===== src/rtl/rx_fifo_pkg.sv =====
// Shared constants and elaboration helpers for the parametrised receive FIFO.
package rx_fifo_pkg;

  localparam int RX_FIFO_DEFAULT_WIDTH = 8;
  localparam int RX_FIFO_DEFAULT_DEPTH = 8;

  // Occupancy ranges over 0..DEPTH inclusive, hence DEPTH+1 states.
  function automatic int rx_fifo_cnt_w(input int depth);
    return $clog2(depth + 1);
  endfunction

  function automatic bit rx_fifo_is_pow2(input int depth);
    return (depth >= 2) && ((depth & (depth - 1)) == 0);
  endfunction

endpackage


===== src/rtl/rx_fifo_ctrl.sv =====
// Pointer/count/flag control for rx_fifo_param. Sticky overflow/underflow
// registers exist only when RX_FIFO_ERR_EN is defined; otherwise tied to 0.
module rx_fifo_ctrl
  import rx_fifo_pkg::*;
#(
  parameter int DEPTH     = RX_FIFO_DEFAULT_DEPTH,
  parameter int AF_THRESH = DEPTH - 2,
  parameter int AE_THRESH = 1
) (
  input  logic                             clk,
  input  logic                             rst,
  input  logic                             clear_i,
  input  logic                             w_enable_i,
  input  logic                             r_enable_i,
  output logic                             wa_o,
  output logic [$clog2(DEPTH)-1:0]         wptr_o,
  output logic [$clog2(DEPTH)-1:0]         rptr_o,
  output logic [rx_fifo_cnt_w(DEPTH)-1:0]  count_o,
  output logic                             empty_o,
  output logic                             full_o,
  output logic                             almost_empty_o,
  output logic                             almost_full_o,
  output logic                             overflow_o,
  output logic                             underflow_o
);
  localparam int PW = $clog2(DEPTH);
  localparam int CW = rx_fifo_cnt_w(DEPTH);

  if (!rx_fifo_is_pow2(DEPTH)) begin : g_depth_chk
    $error("rx_fifo_ctrl: DEPTH must be a power of two >= 2");
  end

  logic [PW-1:0] wptr_q, wptr_d, rptr_q, rptr_d;
  logic [CW-1:0] cnt_q, cnt_d;
  logic          wa, ra;

  assign empty_o        = (cnt_q == '0);
  assign full_o         = (cnt_q == CW'(DEPTH));
  assign almost_empty_o = (cnt_q <= CW'(AE_THRESH));
  assign almost_full_o  = (cnt_q >= CW'(AF_THRESH));

  // A pop while full frees the slot this same cycle, so the push goes through.
  assign wa = w_enable_i & (~full_o | r_enable_i) & ~clear_i;
  assign ra = r_enable_i & ~empty_o & ~clear_i;

  always_comb begin
    wptr_d = wptr_q;
    rptr_d = rptr_q;
    cnt_d  = cnt_q;
    if (clear_i) begin
      wptr_d = '0;
      rptr_d = '0;
      cnt_d  = '0;
    end else begin
      if (wa) wptr_d = wptr_q + 1'b1;
      if (ra) rptr_d = rptr_q + 1'b1;
      case ({wa, ra})
        2'b10:   cnt_d = cnt_q + 1'b1;
        2'b01:   cnt_d = cnt_q - 1'b1;
        default: cnt_d = cnt_q;
      endcase
    end
  end

  always_ff @(posedge clk or posedge rst) begin
    if (rst) begin
      wptr_q <= '0;
      rptr_q <= '0;
      cnt_q  <= '0;
    end else begin
      wptr_q <= wptr_d;
      rptr_q <= rptr_d;
      cnt_q  <= cnt_d;
    end
  end

  assign wa_o    = wa;
  assign wptr_o  = wptr_q;
  assign rptr_o  = rptr_q;
  assign count_o = cnt_q;

`ifdef RX_FIFO_ERR_EN
  logic ovf_q, ovf_d, unf_q, unf_d;

  always_comb begin
    ovf_d = ovf_q | (w_enable_i & full_o & ~r_enable_i);
    unf_d = unf_q | (r_enable_i & empty_o);
    if (clear_i) begin
      ovf_d = 1'b0;
      unf_d = 1'b0;
    end
  end

  always_ff @(posedge clk or posedge rst) begin
    if (rst) begin
      ovf_q <= 1'b0;
      unf_q <= 1'b0;
    end else begin
      ovf_q <= ovf_d;
      unf_q <= unf_d;
    end
  end

  assign overflow_o  = ovf_q;
  assign underflow_o = unf_q;
`else
  assign overflow_o  = 1'b0;
  assign underflow_o = 1'b0;
`endif

endmodule


===== src/rtl/rx_fifo_param.sv =====
// Parametrised first-word-fall-through receive FIFO. Define RX_FIFO_ERR_EN to
// build the sticky overflow/underflow error flags.
module rx_fifo_param
  import rx_fifo_pkg::*;
#(
  parameter int DATA_WIDTH = RX_FIFO_DEFAULT_WIDTH,
  parameter int DEPTH      = RX_FIFO_DEFAULT_DEPTH,
  parameter int AF_THRESH  = DEPTH - 2,
  parameter int AE_THRESH  = 1
) (
  input  logic                            clk,
  input  logic                            rst,
  input  logic                            clear,
  input  logic                            w_enable,
  input  logic [DATA_WIDTH-1:0]           w_data,
  input  logic                            r_enable,
  output logic [DATA_WIDTH-1:0]           r_data,
  output logic                            empty,
  output logic                            full,
  output logic                            almost_empty,
  output logic                            almost_full,
  output logic [rx_fifo_cnt_w(DEPTH)-1:0] count,
  output logic                            overflow,
  output logic                            underflow
);
  logic [$clog2(DEPTH)-1:0] wptr, rptr;
  logic                     wa;
  logic [DATA_WIDTH-1:0]    mem_q [DEPTH];

  rx_fifo_ctrl #(
    .DEPTH     (DEPTH),
    .AF_THRESH (AF_THRESH),
    .AE_THRESH (AE_THRESH)
  ) u_ctrl (
    .clk            (clk),
    .rst            (rst),
    .clear_i        (clear),
    .w_enable_i     (w_enable),
    .r_enable_i     (r_enable),
    .wa_o           (wa),
    .wptr_o         (wptr),
    .rptr_o         (rptr),
    .count_o        (count),
    .empty_o        (empty),
    .full_o         (full),
    .almost_empty_o (almost_empty),
    .almost_full_o  (almost_full),
    .overflow_o     (overflow),
    .underflow_o    (underflow)
  );

  // Storage carries no reset; the zeroed count makes stale words unreachable.
  always_ff @(posedge clk) begin
    if (wa) mem_q[wptr] <= w_data;
  end

  assign r_data = empty ? '0 : mem_q[rptr];

endmodule

===== config.mk =====
export PLATFORM = sky130hd
export DESIGN_NAME = rx_fifo_param
export DESIGN_NICKNAME = d
export VERILOG_FILES = /design/src/rtl/rx_fifo_pkg.sv /design/src/rtl/rx_fifo_ctrl.sv /design/src/rtl/rx_fifo_param.sv
export SDC_FILE = /design/constraint.sdc
export NUM_CORES = 1
export LEC_CHECK = 0
export BUFFER_PORTS_ARGS = -buffer_cell sky130_fd_sc_hd__buf_2
export CAP_MARGIN = 20
export CORE_MARGIN = 5
export CORE_UTILIZATION = 48
export CTS_CLUSTER_DIAMETER = 50
export CTS_CLUSTER_SIZE = 8
export DETAILED_ROUTE_END_ITERATION = 8
export PLACE_DENSITY = 0.74
export SYNTH_ARGS = -nofsm -noshare
export SYNTH_HDL_FRONTEND = slang
export SYNTH_SLANG_ARGS = --single-unit

===== constraint.sdc =====
create_clock -name clk -period 3.1 [get_ports clk]
set_input_delay 0.465 -clock clk [delete_from_list [all_inputs] [get_ports clk]]
set_output_delay 0.465 -clock clk [all_outputs]
set_load 0.01 [all_outputs]

-- Yosys cells after proc, flatten, opt, wreduce, memory -nomap -nowiden
Memories as Yosys holds them, arrays and structs flattened.
Cells that the tools add are included.
- word-level logic and storage cells: 34
- memories kept: 1
- bits in registers: 10
- input bits: 13
- RAM bits: 64
- memory list (memory ; words ; width ; read ports ; clocked after Yosys merged registers in ; wr ports ; line ; source):
    mem_q ; 8 ; 8 ; 1 ; 0 ; 1 ; rx_fifo_param.sv:28 ; logic [DATA_WIDTH-1:0] mem_q [DEPTH];
- eq/ne operators: 3
- $lt $le $gt $ge: 2
- multiplexer cells: 9
- reductions and logical operators: 4
- bitwise gates (word level): 8
- add/sub/neg operators: 4
- operators by type and width (cell ; number):
    $mux W3 ; 4
    $mux W8 ; 1
    $pmux W4 S2 ; 1
    $add A3 B1 Y3 const B ; 2
    $add A4 B1 Y4 const B ; 1
    $and A1 B1 Y1 ; 4
    $eq A4 B4 Y1 const B ; 1
    $ge A4 B3 Y1 const B ; 1
    $le A4 B1 Y1 const B ; 1
    $logic_not A4 Y1 ; 1
    $mux W4 ; 1
    $reduce_bool A2 Y1 ; 2
    $sub A4 B1 Y4 const B ; 1
    $not A1 Y1 ; 3
    $reduce_bool A3 Y1 ; 1
    $eq A2 B1 Y1 const B ; 1
    $eq A2 B2 Y1 const B ; 1
    $mux W1 ; 2
    $or A1 B1 Y1 ; 1

-- Logic depth before layout (Yosys ltp)
Gate-level depths: netlist of the first run.
- depth after elaboration: 8
- depth in mapped cells: 8

-- Cells and area by module
A second synthesis of the first run with hierarchy kept.
- cells, all modules: 192
- area total of the unflattened synthesis: 3243.1 um^2
- modules (own cells, without submodules) (module ; sequential area each (um^2) ; instances ; cells an instance ; area an instance (um^2)):
    rx_fifo_param ; 1921.8 ; 1 ; 115 ; 2526.2
    rx_fifo_ctrl ; 250.2 ; 1 ; 77 ; 716.9

-- Least setup slack after synthesis of the first run
Ideal clock, no wire load.
- path kind: flip-flop to flip-flop
- start: register u_ctrl.cnt_q[1] (netlist: u_ctrl.count_o[1])
- end: memory mem_q[0][0] (netlist bit), enable pin
- setup time: 0.383 ns
- data arrival time: 2.065 ns
- path slack: 0.652 ns
- clock period less this slack: 2.448 ns
- cell stages (with the launch flop): 7
- buffers on the path: 0
- required time: 2.717 ns
- path through: dfrtp_1 inv_1 ha_1 or2b_2 o21ai_2 or3_1 nor3_1
- cells in the longest elaborated chain, start to end: 7
- RTL lines (item ; line ; source):
    start: declaration ; rx_fifo_ctrl.sv:34 ; logic [CW-1:0] cnt_q, cnt_d;
    start signal: assignment ; rx_fifo_ctrl.sv:73 ; cnt_q <= cnt_d;
    $eq A4 B4 Y1 ; rx_fifo_ctrl.sv:38 ; assign full_o = (cnt_q == CW'(DEPTH));
    $not A1 Y1 ; rx_fifo_ctrl.sv:43 ; assign wa = w_enable_i & (~full_o | r_enable_i) & ~clear_i;
    $or A1 B1 Y1 ; rx_fifo_ctrl.sv:43 ;
    $and A1 B1 Y1 (2 in series) ; rx_fifo_ctrl.sv:43 ;
    $mux W1 ; rx_fifo_param.sv:54 ; if (wa) mem_q[wptr] <= w_data;
    $mux W1 (implied by the code) ; rx_fifo_param.sv:54 ;
    end: declaration ; rx_fifo_param.sv:28 ;
No other way between the ends.

-- Worst setup path in the final report of the first run
- start: register u_ctrl.cnt_q[1] (netlist: u_ctrl.count_o[1])
- end: output port r_data[0]
- cells in the longest elaborated chain, start to end: 2
- RTL lines (item ; line ; source):
    $logic_not A4 Y1 ; rx_fifo_ctrl.sv:37 ; assign empty_o = (cnt_q == '0);
    $mux W8 ; rx_fifo_param.sv:57 ; assign r_data = empty ? '0 : mem_q[rptr];
    end: declaration ; rx_fifo_param.sv:17 ; output logic [DATA_WIDTH-1:0] r_data,
No other way between the ends.

==> summary.md, run 1 <==
| Metric | Value |
|---|---|
| Post-Synth Simple-Gate Area | 7.93% |
| I/O Buffers | 28 |
| Setup_tns | 0 ns |
| Antenna Nets Post-Route | 0 |
| Worst hold path class | in -> async |
| Area occupied by multi-input gates | 1040 um2 |
| Post-route insts no fill | 323 |
| Cell Area, Synth | 3330 um2 |
| Synth area leaders | edfxtp_1 (58%), mux4_1 (7.9%), dfrtp_1 (7.5%) |
| Synthesized flop and latch total | 74 |
| Mean Syn Cell Area | 16.2 um2 |
| Post-CTS Hold Fix Bufs | 0 |
| Max_cap viols | 0 |
| First drt pass iteration count | 4 |
| Initial core utilization | 49.3% |
| CTS Root Cell | clkbuf_8 |
| Clock skew | 0.00763 ns |
| Compound-cell area share of the yosys netlist | 4.51% |
| Area Overhead vs Synth | 13.0% |
| Min Tclk post-route | 2.50 ns |
| Register area | 2170 um2 |
| Clk Latency, worst-skew pair | 0.34 ns |
| Worst vdd ir | 0.000386 V |
| Antenna cells | 0 |
| Worst hold slack | 0.101 ns |
| Post CTS Setup Buffer Count | 0 |
| Hpwl dp | 3890 um |
| GRT Residual Overflow | 0 |
| Post-synth top flop | edfxtp_1 |
| Most frequent cells in the layout | edfxtp_1 (64), buf_2 (28), nor2_1 (23), mux4_1 (10), dfrtp_1 (10) |
| Vias in the first global route | 1779 |
| Final setup violation count | 0 |
| TritonCTS Sinks | 74 |
| Filler Cells Inserted | 534 |
| Cell Rows | 30 |
| Top cell type's share of synthesized area | 57.7% |
| Synth warn | 0 |
| Synth cell types | 44 |
| First-pass GRT wire length | 9900 um |
| Post-synthesis adder-cell area fraction | 2.63% |
| Crit start category | flop |
| Finished Core Util | 55.7% |
| Final #Nets | 259 |
| Outcome | finished, final reports clean |
| Power Density | 774 nW/um2 |
| Register area share after synthesis | 65.2% |
| Cts bufs inserted | 9 |
| Initial antenna violation count | 0 |
| Worst Max-Slew Pin Slew | 0.860 ns |
| Die Span X | 93.3 um |
| I/O pins | 31 |
| Final Worst Setup Slack | 0.601 ns |
| Vias per inst | 5.66 |
| Critical Path Sink Type | output port |
| EDFF count, synth | 64 |
| Maximum clock insertion buffer count | 2 |
| Gpl congestion | 0.845 |
| # placed instances | 308 |
| Pre-CTS setup slack | 0.742 ns |
| Ys async rst share | 13.5% |
| DR WL/cell | 18.8 um |
| DRC | 0 |
| Core ar. | 6760 um2 |
| Share of post-route cells with drive strength above 1 | 25.5% |
| Maximum clock rate | 400 MHz |
| Fin. Hold Viols | 0 |
| Syn Inst Count | 205 |
| Worst-path maximum fanout | 15 |
| RSZ-0062 raised after global routing | no |
| Largest family of logic cells by synthesized area | multiplexers |
| Die area | 8700 um2 |
| Pin count of the biggest net entering global routing | 19 |
| Vias | 1828 |
| CTS tree | done |
| Pleak | 0.00136 uW |
| Post-synth top area cell | edfxtp_1 |
| Most common cell after layout, fill and taps aside | edfxtp_1 |
| Synth Area in XOR/XNOR | 1.32% |
| WP data required | 2.63 ns |
| CP Data Arrival Time | 2.03 ns |
| Clk slew on worst S/H paths | 0.07 ns |
| Routed wire length | 6080 um |
| Final Max Slew Viols | 0 |
| Final cycle utilization of the critical path | 80.6% |
| Max-slew headroom at the worst pin | 42.4% |
| Initial DRC Count | 149 |
| H-tree depth | 3 |
| GRT Total Usage | 15.6% |
| Post-synthesis mux area share | 14.7% |
| Crit Path Class | reg -> out |
| Cts repair resizes | 0 |
| Die H | 93.3 um |
-- worst paths after layout --
check	from	to	slack, ns	cells after the start
max in group asynchronous	rst	u_ctrl.rptr_o[2]	2.72	2
hold / removal	rst	u_ctrl.count_o[0]	0.10	2
min in group clk	w_data[0]	mem_q[0][0]	0.39	1
hold reg to reg	u_ctrl.wptr_o[1]	u_ctrl.wptr_o[1]	0.60	2
setup reg to reg	u_ctrl.count_o[1]	mem_q[3][4]	0.72	5
setup / recovery	u_ctrl.count_o[1]	r_data[0]	0.60	6
-- Yosys cell counts, types with 4 or more instances --
cell type,n
a21oi_1,4
buf_2,4
dfrtp_1,10
edfxtp_1,64
ha_1,7
inv_1,5
mux2i_1,9
mux4_1,10
mux4_2,6
nand2_1,6
nand2b_1,4
nor2_1,23
nor3_1,6
o21ai_0,6
xor2_1,4
-- report_power, final --
group | total (uW) | switching (uW) | internal [uW]
Sequential | 1200 | 71.9 | 1130
Clock | 884 | 350 | 534
Combinational | 825 | 458 | 368
-- flip-flops by register name (all words and copies together), names as in the netlist --
name,count
mem_q,64
u_ctrl.count_o,4
u_ctrl.rptr_o,3
u_ctrl.wptr_o,3
-- logic make-up (layout without fill, tap and decap cells) --
kind of cell | after synthesis | after routing
flip-flops | 74 | 74
AND/OR/NAND/NOR | 53 | 53
multiplexers | 25 | 25
AO/OA/AOI/OAI | 22 | 22
buffers and inverters | 18 | 55
adder cells (fa/ha/maj) | 7 | 7
XOR/XNOR | 5 | 5
other | 1 | 2
-- cell type report --
| type | count | area share, % |
|---|---|---|
| tap | 80 | 2.66 |
| clock buffer | 9 | 3.29 |
| multi-input combinational | 114 | 27.7 |
| inverter | 6 | 0.665 |
| timing repair buffer | 34 | 4.92 |
| sequential | 74 | 57.7 |
| clock inverter | 6 | 3.06 |
-- per-layer routing --
metal  vias up  global-route usage [%]  part of all wire [%]
met5         -                       0                     0
met4         0                    7.45                   1.4
met3         8                    3.46                   6.1
met2        55                    23.7                    49
met1       902                    21.4                    44
li1        863                       -                     -
-- metrics by stage --
step                      area (um2)  power [uW]
after floorplan                 3330        1840
after global placement          3520        2050
after detailed placement        3520        2060
after CTS                       3760        2940
after global routing            3760        3080
final                           3760        2910
-- critical path: stages (launching register included) --
cell and delay (ns):
dfrtp_1 0.47, inv_1 0.18, ha_1 0.20, or3b_4 0.43, inv_4 0.18, nor2_1 0.10, buf_2 0.15
Note: power is estimated with default switching activity, not from simulation.
==> inputs of run 2 (changes only) <==
- ABC_AREA: unset -> 1
- PLACE_DENSITY: 0.74 -> 0.76
- clock period: 3.1 -> 2.2 ns (I/O delays scaled with it)
==> run 2 against run 1 <==
Net effect: clock-buffer cell count did not move; critical path type unchanged; sequential share of layout area is 0.97 points lower; global-route usage rose by 3.2 points; clock power up 29%; setup slack lost 0.56 ns.
==> summary.md, run 2 <==
| Metric | Value |
|---|---|
| Vias | 2423 (was 1828) |
| Syn Inst Count | 309 (was 205) |
| Worst hold path class | in -> reg (was in -> async) |
| Routed wire length | 7770 um (was 6080 um) |
| Largest reg by FF count | mem_q (unchanged) |
| Die H | 93.2 um (was 93.3 um) |
| Core ar. | 6760 um2 (unchanged) |
| Most frequent cells in the layout | nor2_1 (76), edfxtp_1 (64), o21ai_0 (45), nand2_1 (29), buf_2 (28) (was edfxtp_1 (64), buf_2 (28), nor2_1 (23), mux4_1 (10), dfrtp_1 (10)) |
| DRC | 0 (unchanged) |
| Antenna cells | 0 (unchanged) |
| Cell Rows | 30 (unchanged) |
| Crit Path Class | reg -> out (unchanged) |
| I/O Buffers | 28 (unchanged) |
| Slowest library cell on the worst path | dfrtp_2 (was dfrtp_1) |
| Area Overhead vs Synth | 15.3% (was 13.0%) |
| Cts bufs inserted | 9 (unchanged) |
| Clk Latency, worst-skew pair | 0.34 ns (about the same) |
| Initial DRC Count | 372 (was 149) |
| Post CTS Setup Buffer Count | 0 (unchanged) |
| Min Tclk post-route | 2.16 ns |
| Ys async rst share | 13.5% (unchanged) |
| Maximum clock rate | 463 MHz |
| CP peak stage delay | 0.45 ns (was 0.47 ns) |
| Most common cell after layout, fill and taps aside | nor2_1 (was edfxtp_1) |
| Vias in the first global route | 2311 (was 1779) |
| CP Data Arrival Time | 1.83 ns (was 2.03 ns) |
| Fin. Hold Viols | 0 (unchanged) |
| Pin count of the biggest net entering global routing | 35 (was 19) |
| Cell family with most CP delay | flip-flops (was simple AND/OR/NAND/NOR gates) |
| Final setup violation count | 0 (unchanged) |
| Die Span X | 93.2 um (was 93.3 um) |
| Combinational fraction of design power | 35.0% (was 28.4%) |
| Pleak | 0.00151 uW (was 0.00136 uW) |
| Sw Pwr | 1580 uW (was 880 uW) |
| Register area share after synthesis | 65.4% (was 65.2%) |
| Top cell type's share of synthesized area | 57.9% (was 57.7%) |
| EDFF count, synth | 64 (unchanged) |
| Maximum clock insertion buffer count | 2 (unchanged) |
| Final cycle utilization of the critical path | 98.2% |
| Clk slew on worst S/H paths | 0.08 ns (was 0.07 ns) |
| Worst-path maximum fanout | 33 (was 15) |
| Worst path cell trace | buf_8, nor2_1, nor2_1, o21ai_1, o21ai_0, o21ai_0, nor2_1, buf_2 (was inv_1, ha_1, or3b_4, inv_4, nor2_1, buf_2) |
| Critical Path Sink Type | output port (unchanged) |
| Worst vdd ir | 0.000380 V (was 0.000386 V) |
| Reg power frac | 38.7% (was 41.3%) |
| Initial core utilization | 49.1% (was 49.3%) |
| Synth top cells by count | nor2_1 (77), edfxtp_1 (64), o21ai_0 (52) (was edfxtp_1 (64), nor2_1 (23), dfrtp_1 (10), mux4_1 (10), mux2i_1 (9)) |
| Power Density | 1130 nW/um2 (was 774 nW/um2) |
| CTS Root Cell | clkbuf_8 (unchanged) |
| Final Max Slew Viols | 0 (unchanged) |
| Antenna Nets Post-Route | 0 (unchanged) |
| Final #Nets | 369 (was 259) |
| DR WL/cell | 17.9 um (was 18.8 um) |
| Setup_tns | 0 ns (unchanged) |
| Synthesized flop and latch total | 74 (unchanged) |
| Die area | 8680 um2 (was 8700 um2) |
| Internal power | 2760 uW (was 2030 uW) |
| Synth warn | 0 (unchanged) |
| Max_cap viols | 0 (unchanged) |
| Max FFs per register | 64 (unchanged) |
| Synth area leaders | edfxtp_1 (58%), nor2_1 (8.7%), o21ai_0 (7.8%) (was edfxtp_1 (58%), mux4_1 (7.9%), dfrtp_1 (7.5%)) |
| Outcome | finished, final reports clean (unchanged) |
| Sw Ratio | 36.4% (was 30.2%) |
| First drt pass iteration count | 5 (was 4) |
| Cell Area, Synth | 3320 um2 (was 3330 um2) |
| Post-synth top flop | edfxtp_1 (unchanged) |
| CTS tree | done (unchanged) |
| GRT Residual Overflow | 0 (unchanged) |
| RSZ-0062 raised after global routing | yes (was no) |
| Clock share of power | 26.3% (was 30.4%) |
| Mean Syn Cell Area | 10.7 um2 (was 16.2 um2) |
| Crit path buf inv count | 2 (was 3) |
| Synth cell types | 25 (was 44) |
| Crit start category | flop (unchanged) |
| Gpl congestion | 0.803 (was 0.845) |
| Clock skew | 0.0113 ns (was 0.00763 ns) |
| First-pass GRT wire length | 12300 um (was 9900 um) |
| WP data required | 1.87 ns (was 2.63 ns) |
| I/O pins | 31 (unchanged) |
| Vias per inst | 5.58 (was 5.66) |
| H-tree depth | 3 (unchanged) |
| TritonCTS Sinks | 74 (unchanged) |
| Post-synth top area cell | edfxtp_1 (unchanged) |
| Most Frequent Cell on Critical Path | nor2_1 |
| Tot Pwr | 4330 uW (was 2910 uW) |
| GRT Total Usage | 18.8% (was 15.6%) |
| Dominant cell by count in the synthesized netlist | nor2_1 (was edfxtp_1) |
| Hpwl dp | 5140 um (was 3890 um) |
| Initial antenna violation count | 0 (unchanged) |
| Share of post-route cells with drive strength above 1 | 20.6% (was 25.5%) |
run 2: path summary, 6_finish.rpt:
check / from / to / slack [ns] / cells after the start
setup reg to reg: u_ctrl.count_o[0] / mem_q[3][7] / 0.21 / 10
max in group asynchronous: rst / u_ctrl.rptr_o[0] / 1.38 / 3
hold reg to reg: u_ctrl.wptr_o[0] / u_ctrl.wptr_o[0] / 0.64 / 2
setup / recovery: u_ctrl.rptr_o[0] / r_data[4] / 0.04 / 8
hold / removal: w_data[5] / mem_q[5][5] / 0.32 / 1
min in group asynchronous: rst / u_ctrl.count_o[3] / 0.51 / 3
run 2: repair_timing:
action                                  in CTS  in global routing
endpoints found under the hold margin       10                  0
endpoints found under the setup margin       3                  8
gates resized for setup                      1                 13
gates cloned                                 0                  0
hold buffers                                 1                  0
run 2: logic make-up after synthesis:
logic type | Yosys count | synth area share, %
xor gates and xnor gates | 2 | 0.528
DFF | 74 | 65.4
other | 1 | 0.113
buffers and inverters | 27 | 3.73
AOI/OAI and AO/OA | 65 | 9.88
and+or+nand+nor | 133 | 17.7
adders and majority gates | 7 | 2.64
run 2: worst register-to-register path, cell delays in order (launching register included):
cell and delay, ns:
dfrtp_1 0.35, inv_1 0.09, ha_1 0.24, nand2_2 0.09
nor2_4 0.04, nand2_2 0.10, nand2_4 0.09, nor2_2 0.17
nand2_1 0.18, nor2_1 0.16, buf_4 0.20
run 2: power groups by stage:
stage	logic, uW	clock network, uW	registers (uW)
floorplan	978	0	1700
global placement	1440	0	1690
detailed placement	1470	0	1690
CTS	1490	1140	1660
global route	1700	1220	1690
finish	1520	1140	1680
run 2: stage by stage:
stage | instances | utilization, % | hold WS, ns | cell area (um2) | setup slack, ns
after floorplan | 310 | - | 0.170 | 3320 | 0.0710
final | 434 | 56.7 | 0.318 | 3830 | 0.0390
after global placement | 417 | 53.1 | 0.331 | 3590 | 0.343
after detailed placement | 417 | 53.1 | 0.332 | 3590 | 0.287
after CTS | 434 | 56.4 | 0.308 | 3810 | -0.0147
after global routing | 434 | 56.7 | 0.298 | 3830 | -0.0457
run 2: metal layers:
metal / vias to the layer above / global-route usage, % / routed length (um)
li1: 1132 / - / -
met1: 1137 / 27.0 / 3420
met2: 137 / 27.9 / 3580
met3: 17 / 4.18 / 642
met4: 0 / 7.08 / 122
met5: - / 0 / 0
run 2: cell type report:
class,instances,area (um2)
Clock inverter,7,92.6
Sequential cell,74,2170
Tap cell,80,100
Timing Repair Buffer,42,255
Fill cell,558,2930
Clock buffer,9,124
Inverter,13,53.8
Multi-Input combinational cell,209,1030
==> inputs of run 3 (changes only) <==
- SKIP_LAST_GASP: unset -> 1
- clock period: 2.2 -> 1.8 ns (I/O delays scaled with it)
==> run 3 against run 2 <==
Net effect: the flow now finishes with violations (setup timing); flip-flop and latch count unchanged; clock skew decreased by 0.0019 ns; setup slack got worse by 0.34 ns; clock power about the same; first-iteration DRC count decreased by 45%; sequential power increased by 23%; hold slack got worse by 0.093 ns; final area increased by 9.5%; power increased by 33%; critical endpoint is now r_data[7]; largest cell class unchanged; highest routed layer unchanged.
==> summary.md, run 3 (synthesized netlist as in run 2, its figures left out) <==
| Metric | Value |
|---|---|
| Tot Pwr | 5760 uW (was 4330 uW) |
| Post-route insts no fill | 445 (was 434) |
| Cts bufs inserted | 9 (unchanged) |
| Worst hold path class | in -> reg (unchanged) |
| Initial core utilization | 49.1% (unchanged) |
| H-tree depth | 3 (unchanged) |
| Antenna cells | 0 (unchanged) |
| Largest reg by FF count | mem_q (unchanged) |
| Clock skew | 0.00942 ns (was 0.0113 ns) |
| Fin. Hold Viols | 0 (unchanged) |
| Crit start category | flop (unchanged) |
| Cell Rows | 30 (unchanged) |
| WP data required | 1.53 ns (was 1.87 ns) |
| Routed wire length | 7930 um (was 7770 um) |
| RSZ-0062 raised after global routing | yes (unchanged) |
| I/O Buffers | 28 (unchanged) |
| CTS Root Cell | clkbuf_8 (unchanged) |
| Worst-path maximum fanout | 8 (was 33) |
| Critical Path Sink Type | output port (unchanged) |
| Area occupied by multi-input gates | 1250 um2 (was 1030 um2) |
| Pin count of the biggest net entering global routing | 35 (unchanged) |
| Die Span X | 93.2 um (unchanged) |
| Vias per inst | 5.62 (was 5.58) |
| Final #Nets | 380 (was 369) |
| Power Density | 1370 nW/um2 (was 1130 nW/um2) |
| GRT Total Usage | 18.5% (was 18.8%) |
| # placed instances | 417 (unchanged) |
| Final setup violation count | 8 (was 0) |
| Clk slew on worst S/H paths | 0.08 ns (about the same) |
| CTS tree | done (unchanged) |
| Antenna Nets Post-Route | 0 (unchanged) |
| TritonCTS Sinks | 74 (unchanged) |
| Area Overhead vs Synth | 26.3% (was 15.3%) |
| Min Tclk post-route | 2.10 ns |
| CP Data Arrival Time | 1.83 ns (about the same) |
| Initial antenna violation count | 0 (unchanged) |
| Core ar. | 6760 um2 (unchanged) |
| Max FFs per register | 64 (unchanged) |
| Max_cap viols | 0 (unchanged) |
| Gpl congestion | 0.892 (was 0.803) |
| Final Worst Setup Slack | -0.305 ns (was 0.0390 ns) |
| Vias in the first global route | 2291 (was 2311) |
| Die area | 8680 um2 (unchanged) |
| Failing checks | setup timing |
| Filler Cells Inserted | 520 (was 558) |
| Clk Latency, worst-skew pair | 0.35 ns (was 0.34 ns) |
| Maximum clock rate | 475 MHz |
| DRC | 0 (unchanged) |
| Share of post-route cells with drive strength above 1 | 33.4% (was 20.6%) |
| Vias | 2499 (was 2423) |
| Initial DRC Count | 205 (was 372) |
| DR WL/cell | 17.8 um (was 17.9 um) |
| Final cycle utilization of the critical path | 117% |
| Hold depth | 1 (unchanged) |
| Final Max Slew Viols | 0 (unchanged) |
| Die H | 93.2 um (unchanged) |
| Maximum clock insertion buffer count | 2 (unchanged) |
| Most common cell after layout, fill and taps aside | edfxtp_1 (was nor2_1) |
| Register area | 2180 um2 (was 2170 um2) |
| First drt pass iteration count | 5 (unchanged) |
| Pleak | 0.00159 uW (was 0.00151 uW) |
| Outcome | complete, but fails checks (was finished, final reports clean) |
| Worst vdd ir | 0.000785 V (was 0.000380 V) |
| Crit Path Class | reg -> out (unchanged) |
| I/O pins | 31 (unchanged) |
| Reg2Reg Setup Slack | 0.04 ns (was 0.21 ns) |
| Hpwl dp | 5060 um (was 5140 um) |
| Most frequent cells in the layout | edfxtp_1 (64), nor2_1 (51), o21ai_1 (37), nand2_1 (28), buf_2 (28) (was nor2_1 (76), edfxtp_1 (64), o21ai_0 (45), nand2_1 (29), buf_2 (28)) |
| First-pass GRT wire length | 12000 um (was 12300 um) |
| R2R depth | 9 (was 10) |
| GRT Residual Overflow | 0 (unchanged) |
-- run 3: changes by cell type in the layout (fill, tap and decap cells not counted), sizes merged --
cell      change
buf          +10
bufinv        -2
clkbuf        +2
clkinv        -1
clkinvlp      +3
inv           -1
-- run 3: critical path, stage by stage (launching register included) --
cell and delay, ns:
dfrtp_2 0.51, clkinv_4 0.14, buf_4 0.18, nor2_1 0.14, o21ai_2 0.08, o21ai_1 0.18, nor2_1 0.09, buf_2 0.14
-- run 3: power by group --
group / leakage [uW] / switching, uW / internal (uW)
clock network: 0.0000726 / 617 / 499
registers: 0.000708 / 106 / 1950
logic: 0.000814 / 1510 / 1080
-- run 3: repair_timing --
action / CTS / global route
gates cloned: 2 / 1
hold buffers: 1 / 0
gates resized for setup: 32 / 51
setup endpoints to repair: 8 / 65
pin swaps: 15 / 29
hold endpoints to repair: 10 / 0
buffers inserted: 2 / 7
-- run 3: per-layer routing --
layer  GRT usage [%]  wire (um)
met5               0          0
met4            6.72        186
met3            4.34        625
met2            29.3       3850
met1            24.9       3260
-- run 3: stage by stage --
step | setup WS [ns] | setup TNS [ns] | cell area (um2) | util, % | hold WS [ns]
global placement | 0.0609 | 0 | 3690 | 54.7 | 0.272
CTS | -0.261 | -2.00 | 4000 | 59.2 | 0.225
floorplan | 0.00186 | 0 | 3410 | - | 0.110
global route | -0.374 | -2.69 | 4190 | 62.1 | 0.224
detailed placement | 0.0165 | 0 | 3690 | 54.7 | 0.276
finish | -0.305 | -2.12 | 4190 | 62.1 | 0.225
-- run 3: layout make-up --
type	instances	share of cell area, %
clock buffers	10	3.04
clock inverters	6	1.01
inverters	13	1.34
multi-input cells	209	29.7
flip-flops and latches	74	51.9
well taps	80	2.39
repair buffers	53	10.6
-- run 3: worst paths after layout --
kind                                endpoint         startpoint
max                                r_data[7]   u_ctrl.rptr_o[0]
min                              mem_q[6][0]          w_data[0]
max reg2reg                      mem_q[3][4]  u_ctrl.count_o[1]
min reg2reg                 u_ctrl.wptr_o[2]   u_ctrl.wptr_o[2]
max in group asynchronous  u_ctrl.count_o[1]                rst
min in group asynchronous  u_ctrl.count_o[2]                rst
